<file path="config.mk">
export PLATFORM = sky130hd
export DESIGN_NAME = ir_prefetch_queue
export DESIGN_NICKNAME = d
export VERILOG_FILES = /design/src/rtl/ir_pkg.sv /design/src/rtl/ir_fifo_mem.sv /design/src/rtl/ir_prefetch_queue.sv
export SDC_FILE = /design/constraint.sdc
export NUM_CORES = 1
export LEC_CHECK = 0
export CAP_MARGIN = 20
export CORE_ASPECT_RATIO = 1.5
export CORE_MARGIN = 2
export CORE_UTILIZATION = 55
export DETAILED_ROUTE_END_ITERATION = 6
export HOLD_SLACK_MARGIN = 0.02
export PLACE_DENSITY = 0.78
export SLEW_MARGIN = 20
export SYNTH_ARGS = -nofsm -noshare
export SYNTH_HDL_FRONTEND = slang
export SYNTH_SLANG_ARGS = --single-unit
</file>
<file path="constraint.sdc">
create_clock -name clk -period 2.82 [get_ports clk]
set_input_delay 0.564 -clock clk [delete_from_list [all_inputs] [get_ports clk]]
set_output_delay 0.564 -clock clk [all_outputs]
set_load 0.01 [all_outputs]
</file>
<file path="src/rtl/ir_pkg.sv">
// Shared widths and helpers for the instruction-register prefetch queue.
// Provides default field widths, pointer sizing and field extraction.
package ir_pkg;

  localparam int IR_DATA_W    = 18;
  localparam int IR_OPCODE_W  = 6;
  localparam int IR_OPERAND_W = 12;
  localparam int IR_WORD_MAX  = 64;

  function automatic int ptr_w(input int depth);
    return (depth > 1) ? $clog2(depth) : 1;
  endfunction

  function automatic logic [IR_WORD_MAX-1:0] field_at(
    input logic [IR_WORD_MAX-1:0] w,
    input int                     lsb
  );
    return w >> lsb;
  endfunction

endpackage

</file>
<file path="src/rtl/ir_fifo_mem.sv">
// DEPTH x DATA_W register-array storage, one write port, async read.
// Ports: clk, i_we/i_waddr/i_wdata, i_raddr/o_rdata (+ i_raddr_b/o_rdata_b with IR_PEEK_EN).
module ir_fifo_mem #(
  parameter int DATA_W = 18,
  parameter int DEPTH  = 4,
  parameter int PW     = 2
) (
  input  logic              clk,
  input  logic              i_we,
  input  logic [PW-1:0]     i_waddr,
  input  logic [DATA_W-1:0] i_wdata,
  input  logic [PW-1:0]     i_raddr,
  output logic [DATA_W-1:0] o_rdata
`ifdef IR_PEEK_EN
  ,
  input  logic [PW-1:0]     i_raddr_b,
  output logic [DATA_W-1:0] o_rdata_b
`endif
);

  logic [DATA_W-1:0] r_mem [DEPTH];

  always_ff @(posedge clk) begin
    if (i_we) r_mem[i_waddr] <= i_wdata;
  end

  assign o_rdata = r_mem[i_raddr];

`ifdef IR_PEEK_EN
  assign o_rdata_b = r_mem[i_raddr_b];
`endif

endmodule

</file>
<file path="src/rtl/ir_prefetch_queue.sv">
// Instruction register with a DEPTH-entry prefetch queue; head split
// into opcode (instruction) and operand (dataout). Registered outputs.
// Ports: clk, rst_n, flush, write_en, datain, load_ready, issue,
// out_valid, dataout, instruction, count.
// Macro IR_PEEK_EN adds next_valid/next_instruction lookahead.
module ir_prefetch_queue
  import ir_pkg::*;
#(
  parameter int DATA_W    = IR_DATA_W,
  parameter int OPCODE_W  = IR_OPCODE_W,
  parameter int OPERAND_W = IR_OPERAND_W,
  parameter int DEPTH     = 4,
  localparam int CW       = $clog2(DEPTH) + 1
) (
  input  logic                 clk,
  input  logic                 rst_n,
  input  logic                 flush,
  input  logic                 write_en,
  input  logic [DATA_W-1:0]    datain,
  output logic                 load_ready,
  input  logic                 issue,
  output logic                 out_valid,
  output logic [OPERAND_W-1:0] dataout,
  output logic [OPCODE_W-1:0]  instruction,
  output logic [CW-1:0]        count
`ifdef IR_PEEK_EN
  ,
  output logic                 next_valid,
  output logic [OPCODE_W-1:0]  next_instruction
`endif
);

  localparam int PW = ptr_w(DEPTH);

  logic [PW-1:0]        r_wr_ptr;
  logic [PW-1:0]        r_rd_ptr;
  logic [CW-1:0]        r_count;
  logic                 r_out_valid;
  logic [OPERAND_W-1:0] r_dataout;
  logic [OPCODE_W-1:0]  r_instr;

  logic                 w_full;
  logic                 w_push;
  logic                 w_pop;
  logic [PW-1:0]        w_rd_nxt;
  logic [CW-1:0]        w_cnt_nxt;
  logic [CW-1:0]        w_left;
  logic [DATA_W-1:0]    w_rd_word;
  logic [DATA_W-1:0]    w_head_word;
  logic [OPERAND_W-1:0] w_opnd_nxt;
  logic [OPCODE_W-1:0]  w_op_nxt;

  assign w_full     = (r_count == CW'(DEPTH));
  assign load_ready = !w_full;

  assign w_push = write_en && !w_full && !flush;
  assign w_pop  = issue && r_out_valid && !flush;

  assign w_rd_nxt  = r_rd_ptr + PW'(w_pop);
  assign w_cnt_nxt = r_count + CW'(w_push) - CW'(w_pop);
  // Older entries still queued once this cycle's pop is taken.
  assign w_left    = r_count - CW'(w_pop);

  // New head is the word being written now when nothing older remains.
  assign w_head_word = (w_push && w_left == '0) ? datain : w_rd_word;

  assign w_opnd_nxt = OPERAND_W'(field_at(IR_WORD_MAX'(w_head_word), 0));
  assign w_op_nxt   = OPCODE_W'(field_at(IR_WORD_MAX'(w_head_word), OPERAND_W));

`ifdef IR_PEEK_EN
  logic                r_next_valid;
  logic [OPCODE_W-1:0] r_next_instr;
  logic [PW-1:0]       w_nx_addr;
  logic [DATA_W-1:0]   w_nx_rd;
  logic [DATA_W-1:0]   w_nx_word;
  logic [OPCODE_W-1:0] w_nx_op;

  assign w_nx_addr = w_rd_nxt + PW'(1);
  // Entry behind the head is the incoming word when exactly one older remains.
  assign w_nx_word = (w_push && w_left == CW'(1)) ? datain : w_nx_rd;
  assign w_nx_op   = OPCODE_W'(field_at(IR_WORD_MAX'(w_nx_word), OPERAND_W));
`endif

  ir_fifo_mem #(
    .DATA_W (DATA_W),
    .DEPTH  (DEPTH),
    .PW     (PW)
  ) u_mem (
    .clk       (clk),
    .i_we      (w_push),
    .i_waddr   (r_wr_ptr),
    .i_wdata   (datain),
    .i_raddr   (w_rd_nxt),
    .o_rdata   (w_rd_word)
`ifdef IR_PEEK_EN
    ,
    .i_raddr_b (w_nx_addr),
    .o_rdata_b (w_nx_rd)
`endif
  );

  always_ff @(posedge clk or negedge rst_n) begin
    if (!rst_n) begin
      r_wr_ptr    <= '0;
      r_rd_ptr    <= '0;
      r_count     <= '0;
      r_out_valid <= 1'b0;
      r_dataout   <= '0;
      r_instr     <= '0;
    end else if (flush) begin
      r_wr_ptr    <= '0;
      r_rd_ptr    <= '0;
      r_count     <= '0;
      r_out_valid <= 1'b0;
    end else begin
      r_wr_ptr    <= r_wr_ptr + PW'(w_push);
      r_rd_ptr    <= w_rd_nxt;
      r_count     <= w_cnt_nxt;
      r_out_valid <= (w_cnt_nxt != '0);
      if (w_cnt_nxt != '0) begin
        r_dataout <= w_opnd_nxt;
        r_instr   <= w_op_nxt;
      end
    end
  end

`ifdef IR_PEEK_EN
  always_ff @(posedge clk or negedge rst_n) begin
    if (!rst_n) begin
      r_next_valid <= 1'b0;
      r_next_instr <= '0;
    end else if (flush) begin
      r_next_valid <= 1'b0;
    end else begin
      r_next_valid <= (w_cnt_nxt >= CW'(2));
      if (w_cnt_nxt >= CW'(2)) r_next_instr <= w_nx_op;
    end
  end

  assign next_valid       = r_next_valid;
  assign next_instruction = r_next_instr;
`endif

  assign out_valid   = r_out_valid;
  assign dataout     = r_dataout;
  assign instruction = r_instr;
  assign count       = r_count;

endmodule

</file>
---- Word-level counts from Yosys, hierarchy flattened ----
Memory sizes are Yosys's and may differ from the RTL's.
Index checks and enable logic that the tools add are counted.
word-level totals
  bits in writable memories ............... 72
  register bits after elaboration ......... 26
  memories kept ........................... 1
  latch bits .............................. 0
  word-level logic and storage cells ...... 31
  bits in read-only memories .............. 0
memory list
  memory       depth  bits a word  read ports  clocked after memory_dff  wr ports  RTL line           text
  u_mem.r_mem  4      18           1           0                         1         ir_fifo_mem.sv:21  logic [DATA_W-1:0] r_mem [DEPTH];
cells by class
  multiplexer cells ....................... 7
  $mul .................................... 0
  add/subtract/negate cells ............... 5
  divide/modulo/power cells ............... 0
  $lt $le $gt $ge ......................... 0
  shift-type cells ........................ 0
  equality and inequality tests ........... 1
  reductions and logical operators ........ 10
  bitwise gates (word level) .............. 1
operators by type and width
  operator                               count
  two-way mux 18 bit                     1
  subtractor 3 x 1 -> 3 bit              2
  logical AND 1 bit                      5
  adder 2 x 1 -> 2 bit                   2
  two-way mux 2 bit                      2
  adder 3 x 1 -> 3 bit                   1
  == test 3 bit (second input constant)  1
  zero test 3 bit                        1
  two-way mux 1 bit                      3
  two-way mux 3 bit                      1
  nonzero test 3 bit                     1
  zero test 1 bit                        2
  AND reduction 2 bit                    1
  inverter 1 bit                         1

---- Longest topological paths before layout ----
Gate-level depths: netlist of the first run.
  word-level depth ........................ 8
  mapped depth ............................ 15
  mapped depth without buffers ............ 13

---- Cells and area by module ----
A second synthesis of the first run with hierarchy kept.
second synthesis, totals
  cells, all modules ...................... 215
  area total of the unflattened synthesis .. 4,001.3 um2
modules (own cells, without submodules)
  module             area an instance (um2)  seq. area each (um2)  instances  cells an instance
  ir_fifo_mem        2,670.1                 2,162.1               1          98
  ir_prefetch_queue  1,331.3                 650.6                 1          117

---- Worst setup path after synthesis of the first run ----
OpenSTA, ideal clock, no wires.
  kind .................................... input -> register
  start point ............................. input flush
  end point ............................... register r_dataout[10] (netlist: dataout[10])
  data arrival time ....................... 2,666 ps
  setup time .............................. 120 ps
  stages .................................. 14
  buffers on the path ..................... 3
  data required time ...................... 2,700 ps
  slack ................................... 34 ps
  cell sequence ........................... buf_2 -> inv_1 -> and3_1 -> ha_1 -> inv_1 -> ha_1 -> inv_1 -> fa_1 -> xnor3_1 -> a31o_1 -> buf_6 -> buf_6 -> a21oi_2 -> a21oi_2
between the ends
  cells in the longest elaborated chain, start to end .. 6
  elaborated cells between the ends (all ways) .. 14
  those cells by class .................... add/sub: 4; mux: 1; bitwise: 1; reduce/logical: 7; memory: 1
RTL lines
  what                                                                        RTL line                                           text
  start: declaration                                                          ir_prefetch_queue.sv:17                            input logic flush,
  zero test 1 bit                                                             ir_prefetch_queue.sv:56, ir_prefetch_queue.sv:57
  logical AND 1 bit, on equally long branches                                 ir_prefetch_queue.sv:56, ir_prefetch_queue.sv:57
  adder 3 x 1 -> 3 bit / subtractor 3 x 1 -> 3 bit (equally long branches)    ir_prefetch_queue.sv:60, ir_prefetch_queue.sv:62
  subtractor 3 x 1 -> 3 bit / zero test 3 bit (equally long branches)         ir_prefetch_queue.sv:60, ir_prefetch_queue.sv:65
  nonzero test 3 bit / logical AND 1 bit (equally long branches)              ir_prefetch_queue.sv:120, ir_prefetch_queue.sv:65
  AND reduction 2 bit (no line) / two-way mux 18 bit (equally long branches)  --
  end signal: assignment                                                      ir_prefetch_queue.sv:121                           r_dataout <= w_opnd_nxt;
  end: declaration                                                            ir_prefetch_queue.sv:39                            logic [OPERAND_W-1:0] r_dataout;
Several ways; a longest one is shown, not always the timed one.
A chain may end at the register's enable or synchronous reset.

---- Final worst setup path of the first run ----
  start point ............................. input write_en
  end point ............................... register r_dataout[3] (netlist: dataout[3])
between the ends
  cells in the longest elaborated chain, start to end .. 6
  elaborated cells between the ends (all ways) .. 8
  those cells by class .................... add/sub: 2; mux: 1; reduce/logical: 5
RTL lines
  what                                RTL line                  text
  start: declaration                  ir_prefetch_queue.sv:18   input logic write_en,
  logical AND 1 bit (*) (2 in a row)  ir_prefetch_queue.sv:56   assign w_push = write_en && !w_full && !flush;
  adder 3 x 1 -> 3 bit                ir_prefetch_queue.sv:60   assign w_cnt_nxt = r_count + CW'(w_push) - CW'(w_pop);
  subtractor 3 x 1 -> 3 bit           ir_prefetch_queue.sv:60
  nonzero test 3 bit                  ir_prefetch_queue.sv:120  if (w_cnt_nxt != '0) begin
  AND reduction 2 bit (no line)       --
Mark *: on every way between the ends. The rest lies on a longest branch, timed or not.

==> summary.md, run 1 <==
| Metric | Value |
|---|---|
| CTS sink count | `98` |
| Die width | `73.52 um` |
| Clock buffer count from CTS | `9` |
| Rel. slew slack | `0.4743` |
| Die area | `7961 sq um` |
| Met2 global-route usage | `0.3635` |
| VDD IR-drop max | `0.0005693 V` |
| #FFs+latches synth | `98` |
| Largest net degree at the start of global routing | `27` |
| Core Region | `7132 sq um` |
| Synthesized cell area | `3988 sq um` |
| Initial antenna violation count | `0` |
| Status | `complete, no violations` |
| Worst Setup End Kind | `flip-flop` |
| Crit-path max FO | `8` |
| CTS tree | `done` |
| Layout cell share with drive strength beyond 1 | `0.3215` |
| Post-route DRC | `0` |
| Average size of a mapped cell | `16.97 sq um` |
| Fmax | `369.1 MHz` |
| Arrival time at the worst endpoint | `2960 ps` |
| Final TNS setup | `0 ps` |
| First-pass GRT wire length | `11.56 mm` |
| Critical path cell sequence | `clkdlybuf4s50_1, nand3_1, ha_1, inv_1, ha_1, inv_1, fa_1, xnor3_1, a31o_1, buf_12, buf_12, a21oi_2, a21oi_2` |
| Reg2Reg Depth | `14` |
| HP Start | `flush` |
| Yosys Warn Count | `0` |
| GRT met1 Usage | `0.2325` |
| FF/Latch Area | `2813 sq um` |
| Vias in the first global route | `2264` |
| IO Count | `46` |
| Seq/Total Area, Yosys | `0.7054` |
| Worst Setup Start Kind | `input port` |
| Initial Utilization | `0.5591` |
| Area after DPL | `4686 sq um` |
| Fin crit period | `2709 ps` |
| Critical Path Source | `write_en` |
| Unrepaired setup endpoints after global routing | `no` |
| MaxCap Viol Count | `0` |
| Area of the multi-input gates | `1141 sq um` |
| Crit path depth | `13` |
| Leak | `1.853 nW` |
| Clk_skew | `6.357 ps` |
| IO Port Bufs | `45` |
| Worst-margin pin slew | `788.5 ps` |
| Final #Nets | `335` |
| Worst hold stages | `3` |
| Fill cells | `461` |
| Routed WL | `7.652 mm` |
| CTS Buffer Depth | `2` |
| FF-to-FF setup slack | `210 ps` |
| CP max stage delay | `490 ps` |
| Final Hold Vio Count | `0` |
| First drt pass iteration count | `4` |
| ANT cells | `0` |
| Fin area | `5075 sq um` |
| WHS | `527.9 ps` |
| Area Growth Syn to Fin | `27.27%` |
| Buffers plus inverters on the worst setup path | `5` |
| Reg2reg start | `count[0]` |
| Met3 Use GR | `0.04287` |
| Worst skew pair latency | `360 ps` |
| Synth Instances | `235` |
| Critical path endpoint | `dataout[3]` |
| Syn nets | `264` |
| GRT overflow | `0` |
| Remaining antenna violation count | `0` |
| Max-slew violation count | `0` |
| Power Density | `907.7 nW/um^2` |
| Chip height | `108.3 um` |
| Slowest cell on crit path | `clkdlybuf4s50_1` |
| CTS Hold Bufs | `0` |
| WL/cell | `19.57 um` |
| Critical path class | `in -> reg` |
| CP required | `3080 ps` |
| Hold WC Path Type | `in -> reg` |
| Netlist cell types | `30` |
| FF-to-FF End | `dataout[3]` |
| Htree depth | `3` |
| GP Congestion | `0.8037` |
| DP Wirelength | `5.165 mm` |
| Std cell rows | `38` |
| Drt first-iter violations | `183` |
| GRT Util Overall | `0.2055` |
| Via Count | `2217` |
| Top delay family on crit path | `buffers and inverters` |
| CTS clk-pin slew, worst paths | `90 ps` |
| Final setup vio count | `0` |
| Period utilisation layout | `0.9606` |
| Clock root cell | `clkbuf_8` |
| Vias per cell | `5.670` |
| Most used routing layer | `met2` |
## power breakdown
part           switching, mW  total (mW)  internal [mW]  leakage [nW]
registers              0.124        1.88           1.75         0.961
clock network          0.473        1.09          0.616         0.127
logic                  0.766        1.64          0.873         0.765
## cells in the mapped netlist (all sizes together)
cell	number	area (sq um)
inv	7	33.78
nand3	1	5.000
and4bb	1	12.51
edfxtp	72	2162
nor2b	2	12.51
and3	3	18.77
xor2	1	16.27
nand2	19	71.32
clkbuf	1	3.750
a21oi	36	251.5
mux4	18	405.4
ha	5	62.56
nor3b	2	15.01
and2	1	6.260
a31o	1	8.760
nor2	24	95.09
fa	1	20.02
dfrtp	26	650.6
nor3	1	5.000
xnor3	1	22.52
o21ai	1	8.760
buf	9	83.82
o21a	1	7.510
xnor2	1	8.760
## worst register-to-register path, delay by kind of cell, from the launching register on
kind / cells / cell delay (ps)
adder cells (fa/ha/maj): 3 / 720
flip-flops: 1 / 440
AO/OA/AOI/OAI: 3 / 440
buffers and inverters: 4 / 410
AND/OR/NAND/NOR: 3 / 310
XOR/XNOR: 1 / 200
## cell families (layout without fill, tap and decap cells)
logic type	count (synthesis)	after routing	synth area share
xor+xnor	3	3	0.01192
flops	98	98	0.7054
mux	18	18	0.1017
compound gates	39	39	0.06935
simple gates	54	54	0.06056
fa+ha+maj	6	6	0.02071
buf+inv	17	93	0.03043
## cell type report
class / count / area share
inverter: 7 / 0.007643
clock inverter: 6 / 0.02219
multi-input combinational: 120 / 0.2249
sequential: 98 / 0.5542
timing repair buffer: 70 / 0.1442
tap: 80 / 0.01972
clock buffer: 10 / 0.02712
## timing repair
action,CTS,global route
setup buffers,0,4
setup endpoints to repair,0,15
resized for setup,0,25
## worst min path at each step
| stage | end | slack [ps] |
|---|---|---|
| floorplan | count[0] | 270 |
| global placement | dataout[1] | 520 |
| detailed placement | dataout[11] | 520 |
| CTS | dataout[11] | 550 |
| global route | r_rd_ptr[1] | 530 |
| finish | r_rd_ptr[1] | 530 |
## cell usage in the layout (no fill, tap or decap), types with 2 or more instances in the layout
cell type and instances:
edfxtp_1 72, clkdlybuf4s50_1 44, dfrtp_1 26, a21oi_2 23, nor2_1 19, nand2_1 19
mux4_2 18, buf_4 17, clkbuf_8 10, a21oi_1 9, buf_12 7, inv_1 5
nor2_2 5, ha_1 5, a21oi_4 4, bufinv_16 3, nor2b_1 2, nor3b_2 2
and3_1 2
## flip-flops by register name, summed over array words and instances, names as in the netlist
register / cells
count: 3
dataout: 12
instruction: 6
out_valid: 1
r_rd_ptr: 2
r_wr_ptr: 2
u_mem.r_mem: 72
## per-layer routing
layer / vias up / wire length, um
li1: 1023 / -
met1: 1123 / 2866
met2: 56 / 4321
met3: 15 / 298
met4: 0 / 165
met5: - / 0
## stage by stage
step,setup slack [ps],instances,power (mW),util
floorplan,34.26,235,2.759,-
global placement,-284.4,371,3.325,0.6570
detailed placement,-381.7,371,3.366,0.6570
CTS,22.81,387,4.444,0.6921
global route,26.47,391,4.828,0.7116
finish,111.0,391,4.606,0.7116
No activity file was read; power rests on OpenSTA's default activity.
==> inputs of run 2 (changes only) <==
--- a/config.mk
+++ b/config.mk
@@ -6,12 +6,14 @@
 export NUM_CORES = 1
 export LEC_CHECK = 0
 export CAP_MARGIN = 20
+export CELL_PAD_IN_SITES_DETAIL_PLACEMENT = 1
+export CELL_PAD_IN_SITES_GLOBAL_PLACEMENT = 1
 export CORE_ASPECT_RATIO = 1.5
 export CORE_MARGIN = 2
-export CORE_UTILIZATION = 55
+export CORE_UTILIZATION = 47
 export DETAILED_ROUTE_END_ITERATION = 6
 export HOLD_SLACK_MARGIN = 0.02
-export PLACE_DENSITY = 0.78
+export PLACE_DENSITY_LB_ADDON = 0.1
 export SLEW_MARGIN = 20
 export SYNTH_ARGS = -nofsm -noshare
 export SYNTH_HDL_FRONTEND = slang
==> summary.md, run 2 (same netlist as run 1, synthesis figures left out) <==
| Metric | Value |
|---|---|
| Arrival time at the worst endpoint | `2970 ps (about the same)` |
| CTS Buffer Depth | `2 (unchanged)` |
| Reg2reg start | `count[0]` |
| FF-to-FF End | `dataout[9]` |
| Pre-CTS WS | `-425.1 ps (-43.42 ps)` |
| Critical path class | `in -> reg` |
| Std cell rows | `41 (+7.9%)` |
| Worst-margin pin slew | `387.5 ps (-401.0 ps)` |
| Sequential power share | `0.402 (-0.006)` |
| VDD IR-drop max | `0.0005439 V (-4.5%)` |
| Initial Utilization | `0.4798 (-0.07930)` |
| Worst Setup End Kind | `flip-flop` |
| CTS tree | `done` |
| GRT Util Overall | `0.1979 (-0.007664)` |
| Routed WL | `8.358 mm (+9.2%)` |
| Largest net degree at the start of global routing | `27 (unchanged)` |
| Fmax | `365.1 MHz (-1.1%)` |
| Final core occ | `0.6096 (-0.1020)` |
| Most frequent cells in the layout | `edfxtp_1 (72), clkdlybuf4s50_1 (43), dfrtp_1 (26)` |
| Final Hold Vio Count | `0 (unchanged)` |
| Initial antenna violation count | `0 (unchanged)` |
| Worst Setup Start Kind | `input port` |
| Core Region | `8310 sq um (+17%)` |
| CP max stage delay | `460 ps (-30 ps)` |
| Reg2Reg Depth | `13 (-1)` |
| Final setup vio count | `0 (unchanged)` |
| Critical path cell sequence | `clkdlybuf4s50_1, and3_4, ha_1, inv_1, ha_1, inv_1, fa_2, xnor3_1, a31o_4, bufbuf_16, a21oi_2, a21oi_2` |
| Slowest cell on crit path | `clkdlybuf4s50_1` |
| Layout cell share with drive strength beyond 1 | `0.2656 (-0.05597)` |
| CTS Hold Bufs | `0 (unchanged)` |
| Most common cell after layout, fill and taps aside | `edfxtp_1` |
| GRT overflow | `0 (unchanged)` |
| Die width | `79.21 um (+7.7%)` |
| FF-to-FF setup slack | `200 ps (about the same)` |
| DP Wirelength | `5.037 mm (-2.5%)` |
| First drt pass iteration count | `4 (unchanged)` |
| Rel. slew slack | `0.7417 (+0.2674)` |
| ANT cells | `0 (unchanged)` |
| Post-route DRC | `0 (unchanged)` |
| Setup ws final | `80.71 ps (-30.32 ps)` |
| Drt first-iter violations | `104 (-43%)` |
| Area after DPL | `4695 sq um (+0.19%)` |
| CTS sink count | `98 (unchanged)` |
| Largest Register | `u_mem.r_mem` |
| Clock group share of total power | `0.252 (+0.016)` |
| MaxCap Viol Count | `0 (unchanged)` |
| Area Growth Syn to Fin | `27.05%` |
| Max-slew violation count | `0 (unchanged)` |
| Switching power | `1.362 mW (about the same)` |
| Max reg flops | `72 (unchanged)` |
| Final TNS setup | `0 ps (unchanged)` |
| Fin crit period | `2739 ps (+30.32 ps)` |
| Chip height | `116.8 um (+7.9%)` |
| Top delay family on crit path | `buffers and inverters` |
| First-pass GRT wire length | `12.99 mm (+12%)` |
| CP required | `3050 ps (-30 ps)` |
| Min-Delay Endpoint | `dataout[9]` |
| Tot Pwr | `4.676 mW (+1.5%)` |
| Worst skew pair latency | `340 ps (-20 ps)` |
| Vias in the first global route | `2311 (+2.1%)` |
| Fin area | `5066 sq um (-0.17%)` |
| Unrepaired setup endpoints after global routing | `no` |
| Final #Nets | `329 (-1.8%)` |
| Clock buffer count from CTS | `9 (unchanged)` |
| CTS clk-pin slew, worst paths | `60 ps (-30 ps)` |
| Remaining antenna violation count | `0 (unchanged)` |
| Clock root cell | `clkbuf_16` |
| IO Count | `46 (unchanged)` |
| Power Density | `923.1 nW/um^2 (+1.7%)` |
| Hold WC Path Type | `reg -> reg` |
| Leak | `1.837 nW (-0.83%)` |
| Period utilisation layout | `0.9714 (+0.01075)` |
| Clk_skew | `7.965 ps (+1.608 ps)` |
| Crit-path max FO | `7 (-1)` |
| Switch share | `0.2912 (-0.004559)` |
| Status | `complete, no violations` |
| HP Start | `dataout[9]` |
| Via Count | `2214 (-0.14%)` |
| Die area | `9252 sq um (+16%)` |
| WL/cell | `20.29 um (+3.7%)` |
| GP Congestion | `0.7494 (-6.8%)` |
| Buffers plus inverters on the worst setup path | `4 (-1)` |
| Htree depth | `3 (unchanged)` |
| Worst hold stages | `2 (-1)` |
| Combinational group share of total power | `0.346 (-0.010)` |
| Vias per cell | `5.374 (-5.2%)` |
| Internal power | `3.315 mW (+2.2%)` |
| IO Port Bufs | `45 (unchanged)` |
-- run 2: changes by cell type in the layout (fill, tap and decap cells not counted), moves of 5 or more --
cell and delta:
buf_4 -5, clkbuf_16 +9, a21oi_2 -6, clkbuf_1 +5, clkbuf_8 -10, a21oi_1 +8
-- run 2: per-stage QoR --
stage                     hold slack (ps)  std cells
after CTS                           546.2        411
final                               538.1        412
after detailed placement            530.7        393
after global placement              528.4        393
after floorplan                     268.4        235
after global routing                572.7        412
-- run 2: power by group through the flow --
stage | clock [mW] | combinational, mW | sequential [mW]
final | 1.18 | 1.62 | 1.88
after global routing | 1.26 | 1.75 | 1.90
after CTS | 1.20 | 1.61 | 1.88
after detailed placement | 0 | 1.48 | 1.91
after global placement | 0 | 1.43 | 1.91
after floorplan | 0 | 0.806 | 1.95
-- run 2: final cells by class --
class | count | area (sq um)
flip-flops and latches | 98 | 2813
clock buffers | 14 | 244.0
inverters | 7 | 38.79
fillers | 779 | 3244
well taps | 107 | 133.9
clock inverters | 2 | 37.54
repair buffers | 64 | 694.4
multi-input cells | 120 | 1105
-- run 2: worst register-to-register path, delay by kind of cell (launching register included) --
| family | cells | cell delay [ps] |
|---|---|---|
| flops | 1 | 430 |
| xor+xnor | 1 | 240 |
| compound gates | 3 | 450 |
| simple gates | 3 | 310 |
| buf+inv | 3 | 380 |
| fa+ha+maj | 3 | 690 |
-- run 2: repair_timing --
action / 4_1_cts / 5_1_grt
setup endpoints to repair: 18 / 16
cloned: 1 / 0
resized for setup: 9 / 2
pin swaps: 2 / 2
buffers inserted: 1 / 1
-- run 2: worst max path at each step --
stage          cells past startpoint             end     start
2_1_floorplan                     14     dataout[10]     flush
3_3_place_gp                      14  instruction[1]     flush
3_5_place_dp                      14      dataout[6]     flush
4_1_cts                           12      dataout[8]  write_en
5_1_grt                           12     dataout[11]     issue
6_report                          12      dataout[9]     issue
-- run 2: metal layers --
| metal | vias to the layer above | GRT usage | share of wire |
|---|---|---|---|
| li1 | 1013 | - | - |
| met1 | 1141 | 0.2684 | 0.43 |
| met2 | 50 | 0.3215 | 0.52 |
| met3 | 10 | 0.03298 | 0.031 |
| met4 | 0 | 0.08276 | 0.018 |
| met5 | - | 0 | 0 |
